===== src/rtl/synth_pkg.sv =====
// Shared constants and types for the synth control-register bank.
package synth_pkg;

    // Channel indices of the main parameter bank
    localparam int unsigned CH_AMP = 0;
    localparam int unsigned CH_ATK = 1;
    localparam int unsigned CH_DEC = 2;
    localparam int unsigned CH_SUS = 3;
    localparam int unsigned CH_REL = 4;
    localparam int unsigned NUM_CH = CH_REL + 1;

    // Key-hold timing at 50 MHz: 0.5 s before auto-repeat, then 0.1 s per step
    localparam int unsigned HOLD_DELAY_DEF    = 25_000_000;
    localparam int unsigned REPEAT_PERIOD_DEF = 5_000_000;

    // Key auto-repeat FSM states
    typedef enum logic [1:0] {
        ST_IDLE    = 2'd0,
        ST_DELAY   = 2'd1,
        ST_REPEAT  = 2'd2,
        ST_BLOCKED = 2'd3
    } rep_state_e;

endpackage


===== src/rtl/key_repeat_fsm.sv =====
// Turns held +/- key levels into step pulses: edge detect, hold delay,
// auto-repeat, conflict blocking and channel/direction latch.
module key_repeat_fsm
    import synth_pkg::*;
#(
    parameter int unsigned NUM_PARAMS    = NUM_CH,
    parameter int unsigned SEL_W         = 3,
    parameter int unsigned HOLD_DELAY    = HOLD_DELAY_DEF,
    parameter int unsigned REPEAT_PERIOD = REPEAT_PERIOD_DEF
) (
    input  logic             clk,
    input  logic             reset,
    input  logic [SEL_W-1:0] sel,
    input  logic             inc,
    input  logic             dec,
    output logic             step_pulse_c,
    output logic             step_dir_c,
    output logic [SEL_W-1:0] step_ch_c
);

    localparam int unsigned CNT_MAX = (HOLD_DELAY > REPEAT_PERIOD) ? HOLD_DELAY : REPEAT_PERIOD;
    localparam int unsigned CNT_W   = (CNT_MAX < 2) ? 1 : $clog2(CNT_MAX);
    localparam int unsigned SELX_W  = SEL_W + 1;

    rep_state_e       state_q, state_d;
    logic             inc_q, dec_q;
    logic [CNT_W-1:0] cnt_q, cnt_d;
    logic [SEL_W-1:0] ch_q, ch_d;
    logic             dir_q, dir_d;

    logic inc_edge, dec_edge, press_any, press_one, sel_ok;
    logic held_lvl, other_lvl, cnt_hit;

    // A press is a rising edge of exactly one key while the other is low
    assign inc_edge  = inc & ~inc_q;
    assign dec_edge  = dec & ~dec_q;
    assign press_any = inc_edge | dec_edge;
    assign press_one = (inc_edge & ~dec) | (dec_edge & ~inc);
    assign sel_ok    = ({1'b0, sel} < SELX_W'(NUM_PARAMS));

    // During a hold, the latched direction decides which key is "ours"
    assign held_lvl  = dir_q ? inc : dec;
    assign other_lvl = dir_q ? dec : inc;
    assign cnt_hit   = (state_q == ST_DELAY) ? (cnt_q == CNT_W'(HOLD_DELAY - 1))
                                             : (cnt_q == CNT_W'(REPEAT_PERIOD - 1));

    // State register; reset lands in BLOCKED so a key held through reset never steps
    always_ff @(posedge clk) begin
        if (!reset) state_q <= ST_BLOCKED;
        else        state_q <= state_d;
    end

    // Key samples, hold counter and latched channel/direction
    always_ff @(posedge clk) begin
        if (!reset) begin
            inc_q <= 1'b0;
            dec_q <= 1'b0;
            cnt_q <= '0;
            ch_q  <= '0;
            dir_q <= 1'b0;
        end else begin
            inc_q <= inc;
            dec_q <= dec;
            cnt_q <= cnt_d;
            ch_q  <= ch_d;
            dir_q <= dir_d;
        end
    end

    // Next state, counter and latch; exits take priority over a due repeat step
    always_comb begin
        state_d = state_q;
        cnt_d   = cnt_q;
        ch_d    = ch_q;
        dir_d   = dir_q;
        unique case (state_q)
            ST_IDLE: begin
                cnt_d = '0;
                if (press_any) begin
                    if (press_one && sel_ok) begin
                        ch_d    = sel;
                        dir_d   = inc_edge;
                        state_d = ST_DELAY;
                    end else begin
                        state_d = ST_BLOCKED;
                    end
                end
            end
            ST_DELAY, ST_REPEAT: begin
                if (other_lvl) begin
                    cnt_d   = '0;
                    state_d = ST_BLOCKED;
                end else if (!held_lvl) begin
                    cnt_d   = '0;
                    state_d = ST_IDLE;
                end else if (cnt_hit) begin
                    cnt_d   = '0;
                    state_d = ST_REPEAT;
                end else begin
                    cnt_d = cnt_q + CNT_W'(1);
                end
            end
            ST_BLOCKED: begin
                cnt_d = '0;
                if (!inc && !dec) state_d = ST_IDLE;
            end
            default: begin
                cnt_d   = '0;
                state_d = ST_BLOCKED;
            end
        endcase
    end

    // Step request: first press targets sel directly, later steps the latched channel
    always_comb begin
        step_pulse_c = 1'b0;
        step_dir_c   = dir_q;
        step_ch_c    = ch_q;
        unique case (state_q)
            ST_IDLE: begin
                if (press_one && sel_ok) begin
                    step_pulse_c = 1'b1;
                    step_dir_c   = inc_edge;
                    step_ch_c    = sel;
                end
            end
            ST_DELAY, ST_REPEAT: begin
                step_pulse_c = held_lvl & ~other_lvl & cnt_hit;
            end
            default: begin
                step_pulse_c = 1'b0;
            end
        endcase
    end

endmodule


===== src/rtl/synth_param_bank.sv =====
// Bank of saturating synth control registers stepped by held +/- keys.
module synth_param_bank
    import synth_pkg::*;
#(
    parameter int unsigned NUM_PARAMS    = NUM_CH,
    parameter int unsigned WIDTH         = 8,
    parameter int unsigned SEL_W         = 3,
    parameter int unsigned STEP          = 1,
    parameter int unsigned MIN_VAL       = 0,
    parameter int unsigned MAX_VAL       = 255,
    parameter logic [NUM_PARAMS*WIDTH-1:0] DEFAULTS = 40'hFF_FF_00_FF_FF,
    parameter int unsigned HOLD_DELAY    = HOLD_DELAY_DEF,
    parameter int unsigned REPEAT_PERIOD = REPEAT_PERIOD_DEF
) (
    input  logic                        clk,
    input  logic                        reset,
    input  logic [SEL_W-1:0]            sel,
    input  logic                        inc,
    input  logic                        dec,
    output logic [NUM_PARAMS*WIDTH-1:0] values,
    output logic [WIDTH-1:0]            sel_value,
    output logic                        update,
    output logic                        sat
);

    localparam int unsigned BANK_W = NUM_PARAMS * WIDTH;
    localparam int unsigned VX_W   = WIDTH + 1;

    localparam logic [VX_W-1:0]  STEP_X  = VX_W'(STEP);
    localparam logic [VX_W-1:0]  MAX_X   = VX_W'(MAX_VAL);
    localparam logic [VX_W-1:0]  FLOOR_X = VX_W'(MIN_VAL + STEP);
    localparam logic [WIDTH-1:0] STEP_V  = WIDTH'(STEP);
    localparam logic [WIDTH-1:0] MAX_V   = WIDTH'(MAX_VAL);
    localparam logic [WIDTH-1:0] MIN_V   = WIDTH'(MIN_VAL);

    logic [BANK_W-1:0] values_q, values_d;
    logic              update_q, update_d;
    logic              sat_q, sat_d;

    logic              step_c;
    logic              dir_c;
    logic [SEL_W-1:0]  ch_c;
    logic [WIDTH-1:0]  cur_v, new_v;
    logic [VX_W-1:0]   sum_x;
    logic              clip;

    key_repeat_fsm #(
        .NUM_PARAMS    (NUM_PARAMS),
        .SEL_W         (SEL_W),
        .HOLD_DELAY    (HOLD_DELAY),
        .REPEAT_PERIOD (REPEAT_PERIOD)
    ) u_keys (
        .clk          (clk),
        .reset        (reset),
        .sel          (sel),
        .inc          (inc),
        .dec          (dec),
        .step_pulse_c (step_c),
        .step_dir_c   (dir_c),
        .step_ch_c    (ch_c)
    );

    // Saturating step of the addressed channel, computed one bit wider to avoid wrap
    always_comb begin
        cur_v = '0;
        for (int i = 0; i < int'(NUM_PARAMS); i++) begin
            if (ch_c == SEL_W'(i)) cur_v = values_q[i*WIDTH +: WIDTH];
        end
        sum_x = {1'b0, cur_v} + STEP_X;
        clip  = 1'b0;
        new_v = cur_v;
        if (dir_c) begin
            if (sum_x > MAX_X) begin
                new_v = MAX_V;
                clip  = 1'b1;
            end else begin
                new_v = sum_x[WIDTH-1:0];
            end
        end else begin
            if ({1'b0, cur_v} < FLOOR_X) begin
                new_v = MIN_V;
                clip  = 1'b1;
            end else begin
                new_v = cur_v - STEP_V;
            end
        end
    end

    // Next bank contents and status pulses; only the stepped channel may change
    always_comb begin
        values_d = values_q;
        update_d = 1'b0;
        sat_d    = 1'b0;
        if (step_c) begin
            for (int i = 0; i < int'(NUM_PARAMS); i++) begin
                if (ch_c == SEL_W'(i)) values_d[i*WIDTH +: WIDTH] = new_v;
            end
            update_d = (new_v != cur_v);
            sat_d    = clip;
        end
    end

    // Register bank and status pulses
    always_ff @(posedge clk) begin
        if (!reset) begin
            values_q <= DEFAULTS;
            update_q <= 1'b0;
            sat_q    <= 1'b0;
        end else begin
            values_q <= values_d;
            update_q <= update_d;
            sat_q    <= sat_d;
        end
    end

    // Readback of the selected channel; out-of-range selectors read as zero
    always_comb begin
        sel_value = '0;
        for (int i = 0; i < int'(NUM_PARAMS); i++) begin
            if (sel == SEL_W'(i)) sel_value = values_q[i*WIDTH +: WIDTH];
        end
    end

    assign values = values_q;
    assign update = update_q;
    assign sat    = sat_q;

endmodule


===== config.mk =====
export PLATFORM = sky130hd
export DESIGN_NAME = synth_param_bank
export DESIGN_NICKNAME = d
export VERILOG_FILES = /design/src/rtl/synth_pkg.sv /design/src/rtl/key_repeat_fsm.sv /design/src/rtl/synth_param_bank.sv
export SDC_FILE = /design/constraint.sdc
export NUM_CORES = 1
export LEC_CHECK = 0
export ABC_CLOCK_PERIOD_IN_PS = 3850
export BUFFER_PORTS_ARGS = -buffer_cell sky130_fd_sc_hd__buf_4
export CORE_MARGIN = 3
export CORE_UTILIZATION = 53
export DETAILED_ROUTE_END_ITERATION = 12
export GPL_ROUTABILITY_DRIVEN = 0
export GPL_TIMING_DRIVEN = 0
export PLACE_DENSITY = 0.79
export SLEW_MARGIN = 10
export SYNTH_ARGS = -nofsm -noshare
export SYNTH_HDL_FRONTEND = slang
export SYNTH_HIERARCHICAL = 1
export SYNTH_SLANG_ARGS = --single-unit

===== constraint.sdc =====
create_clock -name clk -period 3.85 [get_ports clk]
set_clock_uncertainty 0.15 [all_clocks]
set_input_delay 0.385 -clock clk [delete_from_list [all_inputs] [get_ports clk]]
set_output_delay 0.385 -clock clk [all_outputs]
set_load 0.03 [all_outputs]

==> results.cfg <==
[logic_synthesis]
syn_inst = 524
syn_nets = 539
synth.cell_area_um2 = 4430
synthMuxAreaShare = 0.0720
ys_types = 79
synth-edff-count = 0
ys_seq_area_frac = 0.339
avgSynthCellArea_um2 = 8.46
synth-adder-area-share = 0.0251
synthSimpleGateAreaFrac = 0.269
synth-compound-area-share = 0.196
synth_top_family_by_area = simple AND/OR/NAND/NOR gates
ys.warnings.count = 6
async_flop_share = 0
ys.flop_type = dfxtp_1
ys_ff_latch = 75
yosys.area_share.xor_xnor = 0.0514

[sta]
slew_headroom = 0.216
hold_viol_final = 0
rsz0062_at_grt = true
finalSetupViolations = 0
max_freq_ghz = 0.260
fin_ws_ps = 8.63
timing.final.max_slew_violations = 0
tightest_slew_ps = 1170
finalCriticalPeriod_ps = 3840
period_share = 0.998

[placed_design]
io_buffers = 54
place_area_um2 = 4980
preCtsSetupSlack_ps = -739
dp_hpwl_um = 9800

[power_and_ir_drop]
clkPwrFrac = 0.313
p_int_uw = 1300
vdd_drop_max_v = 0.000219
p_leak_uw = 0.00201
p_comb_frac = 0.275
p_switching_uw = 645
pwr-share-seq = 0.412
p_per_area_nw_per_um2 = 354
netSwitchingFraction = 0.331

[floorplan]
die_w_um = 97.5
initial_core_util = 0.559
core-area_um2 = 7930
die-height_um = 97.5
rows = 32
die-area_um2 = 9500
pin_count = 57

[clocking]
ctsHtreeMaxLevel = 3
cts_buffer_depth = 2
cts_tree = yes
cts-hold-fix-buffers = 0
clk_pin_slew_ps = 90
cts.sinks = 75
cts_buffers = 9
insertion_delay_ps = 350
cts_root_buf = clkbuf_8

[final_layout]
final_util = 0.695
stdcell_area_um2 = 5510
n_antenna_cell = 0
drive_gt1_frac = 0.271
fin_nets = 615
area_delta_synth_final_pct = 24.2

[grt]
grt_pass1_vias = 4471
antenna_found_initial = 0
grt_pass1_wl_um = 21900
grt-ovfl-total = 0
grt_max_degree = 16
gr-usage-all-layers = 0.281

[setup_path]
critPathLaunchType = register
end_kind = register
worstSetupPathType = reg -> reg
cp.required_ps = 3980
cp_slowest_cell = nor4b_1
crit_arrival_ps = 3970
cp_max_fo = 10
cp_common_cell = a21oi_1
path_cells = inv_2 -> ha_4 -> o211ai_4 -> buf_4 -> mux2_2 -> buf_2 -> buf_2 -> nor2_1 -> a21oi_1 -> a21oi_1 -> nand4_1 -> nor4b_1 -> nor4_4 -> a21oi_1
max_stage_delay_ps = 600

[detailed_routing]
wl_um = 13800
drc = 0
drtAntennaViolNets = 0
routedWlPerCell_um = 19.6
vias = 4631
detail_route.iter0.violations = 388
dr.pass1.iters = 8
viasPerCell = 6.55

[worst_hold_path]
min_path_type = in -> reg

[outcome]
status = complete, no violations

[job]
drv_cap = 0
-- cells in the mapped netlist (3+ instances only) --
| library cell | n | share of area |
|---|---|---|
| nor2b_1 | 4 | 0.0056 |
| mux2_2 | 8 | 0.020 |
| dfxtp_1 | 75 | 0.34 |
| clkbuf_1 | 16 | 0.014 |
| nor4_1 | 4 | 0.0056 |
| buf_2 | 5 | 0.0056 |
| xor2_1 | 19 | 0.038 |
| and4_1 | 3 | 0.0059 |
| a22oi_1 | 8 | 0.014 |
| nor2_1 | 65 | 0.055 |
| xnor2_1 | 7 | 0.014 |
| nand4bb_1 | 3 | 0.0076 |
| buf_6 | 6 | 0.015 |
| o22ai_1 | 10 | 0.014 |
| a211oi_1 | 8 | 0.014 |
| o21a_1 | 3 | 0.0051 |
| nand3_1 | 17 | 0.019 |
| ha_1 | 8 | 0.023 |
| a211o_1 | 4 | 0.0079 |
| nand2_1 | 24 | 0.020 |
| mux2i_1 | 18 | 0.041 |
| inv_1 | 12 | 0.010 |
| nor3b_1 | 5 | 0.0085 |
| nor3_1 | 37 | 0.042 |
| and3_1 | 4 | 0.0056 |
| a21oi_1 | 40 | 0.045 |
| nand4_1 | 11 | 0.016 |
| nand4b_1 | 3 | 0.0059 |
| a31oi_1 | 6 | 0.0085 |
| and2_1 | 11 | 0.016 |
| o21ai_0 | 14 | 0.016 |
| nand2b_1 | 3 | 0.0042 |
| o211ai_1 | 5 | 0.0085 |
-- placed cells by master, fill, tap and decap left out, types with 4 or more instances in the layout --
master    synthesis  layout
o22ai_2           2       4
mux2i_1          18      17
nor3_2            1       6
a31oi_1           6       6
inv_2             1       5
nand3_1          17      17
nand2_1          24      23
dfxtp_2           0       4
o211ai_1          5       5
a211o_1           4       4
a21oi_1          40      40
and2_1           11      10
nor2b_1           4       4
nand4_1          11      11
nor2_1           65      63
and3_1            4       4
ha_1              8       5
clkbuf_8          0       9
buf_4             0      64
dfxtp_1          75      71
o22ai_1          10       8
nor3_1           37      31
inv_1            12       8
clkbuf_1         16      15
a22oi_1           8       7
mux2_2            8       7
xnor2_1           7       7
o21ai_0          14      14
a211oi_1          8       5
xor2_1           19      19
buf_6             6       7
-- flip-flops by register name (all words and copies together) (netlist names) --
register / count
sat: 1
u_keys/ch_q: 3
u_keys/cnt_q: 25
u_keys/dec_q: 1
u_keys/dir_q: 1
u_keys/inc_q: 1
u_keys/state_q: 2
update: 1
values: 40
-- cell type report --
cell class | instances | area [um2]
repair buffers | 65 | 492
flip-flops and latches | 75 | 1510
clock buffers | 10 | 128
multi-input cells | 407 | 2960
well taps | 102 | 128
fillers | 645 | 2420
inverters | 13 | 48.8
plain buffers | 29 | 180
clock inverters | 6 | 66.3
-- timing repair --
| item | in CTS | in global routing |
|---|---|---|
| pin swaps | 7 | 13 |
| hold endpoints to repair | 0 | 0 |
| buffers inserted | 4 | 7 |
| gates resized for setup | 17 | 38 |
| endpoints found under the setup margin | 42 | 41 |
-- path summary, 6_finish.rpt --
| path | start | endpoint | slack (ps) | depth (start not counted) |
|---|---|---|---|---|
| min | reset | u_keys/state_q[0] | 190 | 2 |
| max | u_keys/state_q[1] | values[7] | 9 | 14 |
| min reg2reg | u_keys/cnt_q[0] | u_keys/cnt_q[0] | 340 | 1 |
| max reg2reg | u_keys/state_q[1] | values[7] | 9 | 14 |
-- power by group through the flow --
stage	Sequential (uW)	Combinational, uW	Clock [uW]
2_1_floorplan	819	336	0
3_3_place_gp	819	428	0
6_report	803	536	609
5_1_grt	805	574	644
3_5_place_dp	820	441	0
4_1_cts	802	479	612
-- through the flow --
stage / power (uW) / hold WS, ps / instances / setup TNS (ps)
2_1_floorplan: 1160 / 288 / 524 / 0
3_3_place_gp: 1250 / 306 / 680 / -16330
3_5_place_dp: 1260 / 326 / 680 / -21030
4_1_cts: 1890 / 165 / 700 / 0
5_1_grt: 2020 / 164 / 707 / -2240
6_report: 1950 / 186 / 707 / 0
-- layer usage --
metal / track usage / vias up / wire length (um)
li1: - / 2096 / -
met1: 0.354 / 2198 / 5640
met2: 0.465 / 277 / 6420
met3: 0.0689 / 60 / 1260
met4: 0.109 / 0 / 505
met5: 0 / - / 0
-- critical path, delay by kind of cell (launching register included) --
family | cells | cell delay [ps]
AO/OA/AOI/OAI | 4 | 800
flip-flops | 1 | 360
buffers and inverters | 4 | 640
multiplexers | 1 | 320
adder cells (fa/ha/maj) | 1 | 170
AND/OR/NAND/NOR | 4 | 1330
-- kinds of logic after synthesis --
group / count (synthesis)
simple gates: 217
xor+xnor: 26
mux: 29
buf+inv: 42
fa+ha+maj: 9
flops: 75
compound gates: 126
Note: power is estimated with default switching activity, not from simulation.
